--- src/rtl/ccip_if_pkg.sv ---
// Minimal CCI-P channel-0 type definitions used by the read engine.
// Field layout follows the shell's request/response headers.
package ccip_if_pkg;

  typedef logic [41:0]  t_ccip_clAddr;
  typedef logic [511:0] t_ccip_clData;
  typedef logic [15:0]  t_ccip_mdata;

  typedef enum logic [1:0] {
    eVC_VA  = 2'b00,
    eVC_VL0 = 2'b01,
    eVC_VH0 = 2'b10,
    eVC_VH1 = 2'b11
  } t_ccip_vc;

  typedef enum logic [1:0] {
    eCL_LEN_1 = 2'b00,
    eCL_LEN_2 = 2'b01,
    eCL_LEN_4 = 2'b11
  } t_ccip_clLen;

  typedef enum logic [3:0] {
    eREQ_RDLINE_I = 4'h0,
    eREQ_RDLINE_S = 4'h1
  } t_ccip_c0_req;

  typedef enum logic [3:0] {
    eRSP_RDLINE = 4'h0,
    eRSP_UMSG   = 4'h4
  } t_ccip_c0_rsp;

  typedef struct packed {
    t_ccip_vc     vc_sel;
    logic [1:0]   rsvd1;
    t_ccip_clLen  cl_len;
    t_ccip_c0_req req_type;
    logic [5:0]   rsvd0;
    t_ccip_clAddr address;
    t_ccip_mdata  mdata;
  } t_ccip_c0_ReqMemHdr;

  typedef struct packed {
    t_ccip_vc     vc_used;
    logic         rsvd1;
    logic         hit_miss;
    logic [1:0]   rsvd0;
    logic [1:0]   cl_num;
    t_ccip_c0_rsp resp_type;
    t_ccip_mdata  mdata;
  } t_ccip_c0_RspMemHdr;

  typedef struct packed {
    t_ccip_c0_ReqMemHdr hdr;
    logic               valid;
  } t_if_ccip_c0_Tx;

  typedef struct packed {
    t_ccip_c0_RspMemHdr hdr;
    t_ccip_clData       data;
    logic               rspValid;
    logic               mmioRdValid;
    logic               mmioWrValid;
  } t_if_ccip_c0_Rx;

endpackage

--- src/rtl/pipearch_memread.sv ---
// Streams a contiguous run of cache lines from host memory over CCI-P c0 and
// hands each returned line to the local buffer tagged by its line index.
module pipearch_memread
  import ccip_if_pkg::*;
#(
  parameter int MAX_OUTSTANDING = 64,
  parameter int NUM_REGS        = 4
) (
  input  logic           clk,
  input  logic           reset,
  input  logic           op_start,
  output logic           op_done,
  output logic           busy,
  input  logic [31:0]    regs [NUM_REGS],
  input  t_ccip_clAddr   in_addr,
  input  t_ccip_clAddr   out_addr,
  input  logic           c0TxAlmFull,
  input  t_if_ccip_c0_Rx cp2af_sRx_c0,
  output t_if_ccip_c0_Tx af2cp_sTx_c0,
  output logic           out_wvalid,
  output logic [15:0]    out_waddr,
  output t_ccip_clData   out_wdata,
  output logic [3:0]     dbg_state
);

  typedef enum logic [1:0] {S_IDLE, S_READ, S_DONE} t_send_state;
  typedef enum logic [1:0] {R_IDLE, R_RECV, R_DONE} t_recv_state;

  localparam logic [8:0] MAX_OS = 9'(MAX_OUTSTANDING);

  t_send_state        send_state;
  t_recv_state        recv_state;
  t_ccip_clAddr       start_addr;
  logic [15:0]        length;
  logic [15:0]        sent;
  logic [15:0]        received;
  logic [8:0]         outstanding;
  t_ccip_c0_ReqMemHdr req_hdr;

  logic start_ok;
  logic zero_len;
  logic issue;
  logic rsp_count;

  assign start_ok  = op_start && !busy && send_state == S_IDLE && recv_state == R_IDLE;
  assign zero_len  = regs[2][15:0] == 16'd0;
  assign issue     = send_state == S_READ && !c0TxAlmFull && outstanding < MAX_OS;
  // Out-of-range indices are stale traffic; they neither deliver nor return credit.
  assign rsp_count = recv_state == R_RECV && cp2af_sRx_c0.rspValid &&
                     cp2af_sRx_c0.hdr.resp_type == eRSP_RDLINE &&
                     cp2af_sRx_c0.hdr.mdata < length;

  assign dbg_state = {send_state, recv_state};

  always_comb begin
    req_hdr          = '0;
    req_hdr.vc_sel   = eVC_VA;
    req_hdr.cl_len   = eCL_LEN_1;
    req_hdr.req_type = eREQ_RDLINE_I;
    req_hdr.address  = start_addr + t_ccip_clAddr'(sent);
    req_hdr.mdata    = sent;
  end

  always_ff @(posedge clk) begin
    if (reset) begin
      send_state   <= S_IDLE;
      recv_state   <= R_IDLE;
      start_addr   <= '0;
      length       <= '0;
      sent         <= '0;
      received     <= '0;
      outstanding  <= '0;
      busy         <= 1'b0;
      op_done      <= 1'b0;
      out_wvalid   <= 1'b0;
      out_waddr    <= '0;
      out_wdata    <= '0;
      af2cp_sTx_c0 <= '0;
    end else begin
      af2cp_sTx_c0.valid <= 1'b0;
      out_wvalid         <= 1'b0;
      op_done            <= 1'b0;

      if (start_ok) begin
        start_addr  <= (regs[1][31] ? out_addr : in_addr) + t_ccip_clAddr'(regs[1][30:0]);
        length      <= regs[2][15:0];
        sent        <= '0;
        received    <= '0;
        outstanding <= '0;
        busy        <= 1'b1;
      end else if (issue && !rsp_count) begin
        outstanding <= outstanding + 9'd1;
      end else if (!issue && rsp_count) begin
        outstanding <= outstanding - 9'd1;
      end

      case (send_state)
        S_IDLE: if (start_ok) send_state <= zero_len ? S_DONE : S_READ;
        S_READ: begin
          if (issue) begin
            af2cp_sTx_c0.valid <= 1'b1;
            af2cp_sTx_c0.hdr   <= req_hdr;
            sent               <= sent + 16'd1;
            if (sent == length - 16'd1) send_state <= S_DONE;
          end
        end
        S_DONE:  send_state <= S_IDLE;
        default: send_state <= S_IDLE;
      endcase

      case (recv_state)
        R_IDLE: if (start_ok) recv_state <= zero_len ? R_DONE : R_RECV;
        R_RECV: begin
          if (rsp_count) begin
            out_wvalid <= 1'b1;
            out_waddr  <= cp2af_sRx_c0.hdr.mdata;
            out_wdata  <= cp2af_sRx_c0.data;
            received   <= received + 16'd1;
            if (received + 16'd1 == length) recv_state <= R_DONE;
          end
        end
        R_DONE: begin
          op_done    <= 1'b1;
          busy       <= 1'b0;
          recv_state <= R_IDLE;
        end
        default: recv_state <= R_IDLE;
      endcase
    end
  end

endmodule

--- config.mk ---
export PLATFORM = sky130hd
export DESIGN_NAME = pipearch_memread
export DESIGN_NICKNAME = d
export VERILOG_FILES = /design/src/rtl/ccip_if_pkg.sv /design/src/rtl/pipearch_memread.sv
export SDC_FILE = /design/constraint.sdc
export NUM_CORES = 2
export LEC_CHECK = 0
export CAP_MARGIN = 25
export CORE_AREA = 3 3 540 542
export CTS_CLUSTER_SIZE = 12
export DETAILED_ROUTE_END_ITERATION = 16
export DIE_AREA = 0 0 543 545
export PLACE_DENSITY_LB_ADDON = 0.25
export SYNTH_ARGS = -nofsm -noshare
export SYNTH_HDL_FRONTEND = slang
export SYNTH_SLANG_ARGS = --single-unit
--- constraint.sdc ---
create_clock -name clk -period 5.52 [get_ports clk]
set_input_delay 0.552 -clock clk [delete_from_list [all_inputs] [get_ports clk]]
set_output_delay 0.552 -clock clk [all_outputs]
set_load 0.01 [all_outputs]
* After elaboration in Yosys (flattened, before gate mapping)
Cells that the tools add are included.
** Word-level totals
- Output and inout bits :: 610
- Input port bits :: 759
- Flip-flop bits (word level) :: 693
** Cells by class
- Multiplexer cells :: 20
- Add/sub/neg operators :: 7
- Bitwise gates (word level) :: 2
- Equal/unequal tests :: 11
- Magnitude comparators :: 2
- Reduce and logical (&&, ||, !) cells :: 27
** Operators with widths (count)
- $mux 16 :: 6
- $add 42x16->42 :: 1
- $add 42x31->42 :: 1
- $mux 42 :: 1
- $add 16x1->16 const B :: 2
- $eq 16x16->1 :: 2
- $mux 9 :: 2
- $logic_not 16->1 :: 1
- $lt 16x16->1 :: 1
- $sub 16x1->16 const B :: 1
- $mux 2 :: 6
- $logic_and 1x1->1 :: 10
- $add 9x1->9 const B :: 1
- $lt 9x7->1 const B :: 1
- $sub 9x1->9 const B :: 1
- $ne 2x2->1 const B :: 4
- $pmux 2 s2 :: 2
- $reduce_or 2->1 :: 4
- $reduce_and 3->1 :: 2
- $eq 2x1->1 const B :: 2
- $logic_not 1->1 :: 4
- $logic_not 2->1 :: 2
- $logic_not 4->1 :: 1
- $ne 2x1->1 const B :: 2
- 5 further kinds :: 9

* Logic depth before layout (Yosys ltp)
- Depth in word-level cells :: 7
- Gate-level depth with buffers :: 23
- Mapped depth without buffers :: 21

* Least setup slack after synthesis
No wires, ideal clock.
- Kind :: input to register
- Start :: input cp2af_sRx_c0[527] (netlist bit)
- End :: register outstanding[8]
- Setup time :: 118 ps
- Stages on the path :: 22
- Data arrival time :: 4455 ps
- Required time :: 5402 ps
- Path buffers :: 2
- Slack :: 946 ps
- Path through :: ha_1 a21o_1 a21o_1 a21o_1 a2111oi_0 o211a_1 or2_1 buf_2 inv_2 buf_1 ha_1 inv_1 ha_1 nor2b_1 o21ai_0 nand2b_1 a21o_1 a21o_1 a2111o_1 a21oi_1 xnor2_1 nor2_1
** On the way
- Cells in the longest elaborated chain, start to end :: 5
- Elaborated cells on any way between the ends :: 7
- Classes of those cells :: 1 x order compare; 1 x mux; 5 x reduce/logical
** RTL lines
- from (decl) :: line pipearch_memread.sv:18 : input t_if_ccip_c0_Rx cp2af_sRx_c0,
- $lt 16x16->1 (*) :: line pipearch_memread.sv:51 : cp2af_sRx_c0.hdr.mdata < length;
- $logic_and 1x1->1 (*) :: line pipearch_memread.sv:50 : cp2af_sRx_c0.hdr.resp_type == eRSP_RDLINE &&
- $logic_not 1->1 :: line pipearch_memread.sv:91 : end else if (issue && !rsp_count) begin
- $logic_and 1x1->1 :: line pipearch_memread.sv:91
- $mux 9 / $reduce_bool 2->1 (equally long branches)
- to (signal assigned) :: line pipearch_memread.sv:92 : outstanding <= outstanding + 9'd1;
- to (signal assigned) :: line pipearch_memread.sv:94 : outstanding <= outstanding - 9'd1;
- to (decl) :: line pipearch_memread.sv:37 : logic [8:0] outstanding;
Every way passes the cells marked *; elsewhere a longest branch is shown, timed or not.
A chain may end at the register's enable or synchronous reset.

* Worst setup path in the final report
- Start :: register length[15]
- End :: register out_wdata[140]
** On the way
- Cells in the longest elaborated chain, start to end :: 3
** RTL lines
- from (decl) :: line pipearch_memread.sv:34 : logic [15:0] length;
- from (signal assigned) :: line pipearch_memread.sv:86 : length <= regs[2][15:0];
- $lt 16x16->1 :: line pipearch_memread.sv:51
- $logic_and 1x1->1 :: line pipearch_memread.sv:50
- $reduce_and 2->1 (no source line)
- to (signal assigned) :: line pipearch_memread.sv:117 : out_wdata <= cp2af_sRx_c0.data;
- to (decl) :: line pipearch_memread.sv:22 : output t_ccip_clData out_wdata,
No other way between the ends.

==> summary by stage <==
Floorplanning
During I/O placement, the number of pins put on the boundary was 1,369. The total core area is 0.2874 mm^2. For this configuration, the core starts out at a cell density of 10.13%. The area of the die is 0.2959 mm^2. The horizontal extent of the die is 543 um. The vertical die dimension is 545 um. The floorplan has 197 rows.

Clocking
The hold buffer count at CTS is 0. The latest clock arrival within the worst-skew pair is 0.83 ns. The cell at the root of the clock tree is sky130_fd_sc_hd__clkbuf_16. The count of H-tree levels built during CTS is 3.

The clock drives 693 sinks. TritonCTS created 101 clock buffers. TritonCTS built the clock tree. The longest clock path from root to sink contains 4 buffers.

The post-cts repair resize count is 0. After clock tree synthesis, the clock-pin slew on the worst setup and hold paths is 0.06 ns. Post-CTS timing repair inserted 0 buffers for setup.

Power and ir drop
The static leakage is 16.29 nW. The power per unit of standard cell area is 282.8 mW/mm^2. The worst-case IR drop observed on VDD is 0.2513 mV. Cell internal power was estimated by the tool at 10.25 mW. The power spent charging and discharging nets is 3.817 mW. The combinational group share of total power is 12.9%. Net switching is 27.13% of the power.

The clock share of power is 50.0%. The sequential group share of total power is 37.2%.

STA
The achievable frequency is 212.7 MHz. Setup violations remaining at the end of the flow were counted as 0. The largest clock skew in the final design is 0.08161 ns. The time the final worst path needs with I/O delays and setup is 4.701 ns. Measured against its own limit, the worst slew margin works out to 29.86%. The max-slew violation count was 0. The measured slew at the worst slew-check pin is 1.052 ns. The final sum of negative setup slack is 0 ns. Setup repair after global routing left no endpoint under its margin. The number of hold-slack violations in the final timing report is 0. The part of the cycle the worst path needs is 85.16%.

Logic synthesis
After synthesis, the most frequently instantiated cells are 1,248 x sky130_fd_sc_hd__nand2_1, 693 x sky130_fd_sc_hd__dfxtp_1, 688 x sky130_fd_sc_hd__a21oi_1. The yosys synthesis warning count is 0. Counting flops with an async set or reset pin after synthesis yields a share of 0%. The share of the synthesized area in the top cell type is 47.63%. The post-synthesis sequential area ratio is 47.63%.

A synthesized cell averages 7.811 um^2. In the post-synthesis netlist, the biggest area contributors are sky130_fd_sc_hd__dfxtp_1 48%, sky130_fd_sc_hd__nand2_1 16%, sky130_fd_sc_hd__a21oi_1 12%. The synthesized design contains 0 enable-type register cells. The mapped netlist covers 0.02913 mm^2. sky130_fd_sc_hd__nand2_1 is the most common cell in the netlist. Counting flops and latches in the post-synthesis netlist gives 693. The predominant post-synthesis flop cell is sky130_fd_sc_hd__dfxtp_1.

Synthesis produced a netlist whose cell count is 3,729. Counting distinct cell types in the post-synthesis netlist gives 78. Summed over all instances, the cell type with the most area after synthesis is sky130_fd_sc_hd__dfxtp_1.

Route
Once detail routing completed, the nets flagged for antenna violations numbered 0. For this run, the detailed router's first-pass iteration total came to 5. The post-detailed-routing wire length is 217.8 mm. The detail-routed via count per cell is 3.561. The DRC violation total after the first TritonRoute iteration is 1,947. Dividing the detail-routed wire length by the instance count gives 24.69 um. The number of vias in the routed layout is 31,412.

For this run, design rule violations remaining after detail routing come to 0.

Worst setup path
STA classifies the critical path startpoint as a register. The endpoint arrival time on the critical path is 5.41 ns. The element type at the critical path end is a register. Walking the worst path, the cells encountered are inv_1 > ha_1 > nand2_1 > nor2_1 > a21o_1 > a2111oi_0 > buf_4 > o211a_1 > or2_4 > inv_8 > buf_4 > buf_4 > buf_4 > nand2_1 > a21oi_1. The cell class contributing the biggest share of worst-path delay is buffers and inverters. The dominant cell type by count on the critical path is sky130_fd_sc_hd__buf_4. The critical path launch point is length[15]$_SDFFE_PP0P_. The critical setup path kind is register to register. In this run the worst path has a maximum fanout of 80. The biggest cell delay along the critical path is 0.78 ns. The total buffers and inverters traversed by the critical path is 6. The slowest stage of the critical path is the sky130_fd_sc_hd__buf_4 cell.

The beginning of the worst register-to-register path is length[15]$_SDFFE_PP0P_. The data required time at the worst endpoint is 6.23 ns.

Finish
The number of standard cells in the layout, taps in and fillers out is 8,821. The number of nets in the final layout is 5,764. The area growth from synthesis to layout is 70.83%. Cells with a size suffix above 1 make up 6.289% of the layout.

Place
Port buffering added 1,262 buffers. After legalization and detailed placement, the total HPWL measured 178.8 mm. The congestion estimate from routability-driven global placement came to 0.8440. Including well taps, the total number of placed cells is 8,607.

Global route
After global routing the overflow that remains totals 0. The wire length of the first global-routing pass is 280.0 mm. The maximum number of pins on one net before global-route repair is 173. In the global route stage, overall resource usage came out at 13.92%. The via count of the first global-routing pass came to 30,480. The number of antenna violations at the first check in global routing is 84.

Hold path
The path class of the tightest hold or removal check is primary input to register. The startpoint of the tightest hold check path is cp2af_sRx_c0[308].

Flow run
The tool flagged a number of max-cap violations equal to 0.

Outcome
The run finished with clean final reports.
[through the flow]
stage / power (mW) / cell area, um^2 / util, % / hold WS, ns / setup WS [ns]
after CTS: 14.41 / 49670 / 17.28 / 0.1514 / 0.6931
after global placement: 7.146 / 46120 / 16.05 / 0.4407 / 0.07898
after global routing: 14.68 / 49720 / 17.30 / 0.1953 / 0.4483
after floorplan: 6.143 / 29180 / - / 0.4362 / 0.9461
final: 14.07 / 49760 / 17.31 / 0.2490 / 0.8192
after detailed placement: 7.157 / 46140 / 16.06 / 0.4455 / 0.2148
[flip-flops by register name, indices dropped and copies added, names as in the netlist]
signal	flops
out_wdata	512
af2cp_sTx_c0	59
start_addr	42
length	16
out_waddr	16
received	16
sent	16
outstanding	9
recv_state	2
send_state	2
busy	1
op_done	1
out_wvalid	1
[power by group through the flow]
stage | combinational, mW | sequential [mW] | clock [mW]
final | 1.81 | 5.23 | 7.03
after global routing | 1.97 | 5.24 | 7.47
after CTS | 1.83 | 5.23 | 7.35
after detailed placement | 1.82 | 5.34 | 0
after global placement | 1.81 | 5.34 | 0
after floorplan | 0.835 | 5.31 | 0
[logic make-up (layout without fill, tap and decap cells)]
| logic type | count (synthesis) | in the layout | share of synthesized area, % |
|---|---|---|---|
| AO/OA/AOI/OAI | 898 | 898 | 16.77 |
| XOR/XNOR | 127 | 127 | 3.819 |
| adder cells (fa/ha/maj) | 75 | 75 | 3.299 |
| buffers and inverters | 311 | 1576 | 4.600 |
| flip-flops | 693 | 693 | 47.63 |
| multiplexers | 44 | 44 | 1.654 |
| other | 1 | 47 | 0.01287 |
| AND/OR/NAND/NOR | 1580 | 1580 | 22.22 |
[layout by cell type, fill, tap and decap left out, types with 18 or more instances in the layout]
cell / Yosys / final
sky130_fd_sc_hd__a21o_1: 35 / 35
sky130_fd_sc_hd__clkbuf_16: 0 / 101
sky130_fd_sc_hd__nor4_1: 18 / 18
sky130_fd_sc_hd__dfxtp_1: 693 / 693
sky130_fd_sc_hd__nand3_1: 52 / 52
sky130_fd_sc_hd__clkbuf_8: 0 / 28
sky130_fd_sc_hd__diode_2: 0 / 31
sky130_fd_sc_hd__xnor2_1: 82 / 82
sky130_fd_sc_hd__inv_1: 38 / 37
sky130_fd_sc_hd__ha_1: 72 / 72
sky130_fd_sc_hd__nand2_1: 1248 / 1248
sky130_fd_sc_hd__buf_4: 23 / 83
sky130_fd_sc_hd__a21oi_1: 688 / 688
sky130_fd_sc_hd__and3_1: 23 / 23
sky130_fd_sc_hd__xor2_1: 45 / 45
sky130_fd_sc_hd__clkdlybuf4s50_1: 0 / 1260
sky130_fd_sc_hd__a211oi_1: 23 / 23
sky130_fd_sc_hd__nor2_1: 125 / 125
sky130_fd_sc_hd__o21ai_0: 66 / 66
sky130_fd_sc_hd__mux2_2: 33 / 33
[tightest hold or removal path, cell delays in order]
cell	delay, ns
sky130_fd_sc_hd__clkdlybuf4s50_1	0.40
sky130_fd_sc_hd__nand2_1	0.06
sky130_fd_sc_hd__a21oi_1	0.05
[cell type report]
| cell class | instances | area (um^2) |
|---|---|---|
| Clock inverter | 40 | 573.1 |
| Antenna cell | 31 | 77.57 |
| Multi-Input combinational cell | 2740 | 13970 |
| Clock buffer | 142 | 2952 |
| Inverter | 40 | 157.7 |
| Tap cell | 3781 | 4731 |
| Timing Repair Buffer | 1354 | 13420 |
| Fill cell | 32360 | 237600 |
| Sequential cell | 693 | 13870 |
[per-layer routing]
metal	part of all wire (%)	wire length, um	global-route usage, %
met1	38	82940	15.72
met2	43	93460	21.04
met3	11	23910	5.828
met4	7.9	17290	10.09
met5	0.10	224	0
[path summary, 6_finish.rpt]
| check | to | slack [ns] | depth (start not counted) |
|---|---|---|---|
| min reg2reg | out_wdata[468]$_SDFFE_PP0P_ | 0.45 | 2 |
| max reg2reg | out_wdata[140]$_SDFFE_PP0P_ | 0.82 | 15 |
| max | out_wdata[140]$_SDFFE_PP0P_ | 0.82 | 15 |
| min | out_wdata[305]$_SDFFE_PP0P_ | 0.25 | 3 |
(Power assumes the default switching activity.)
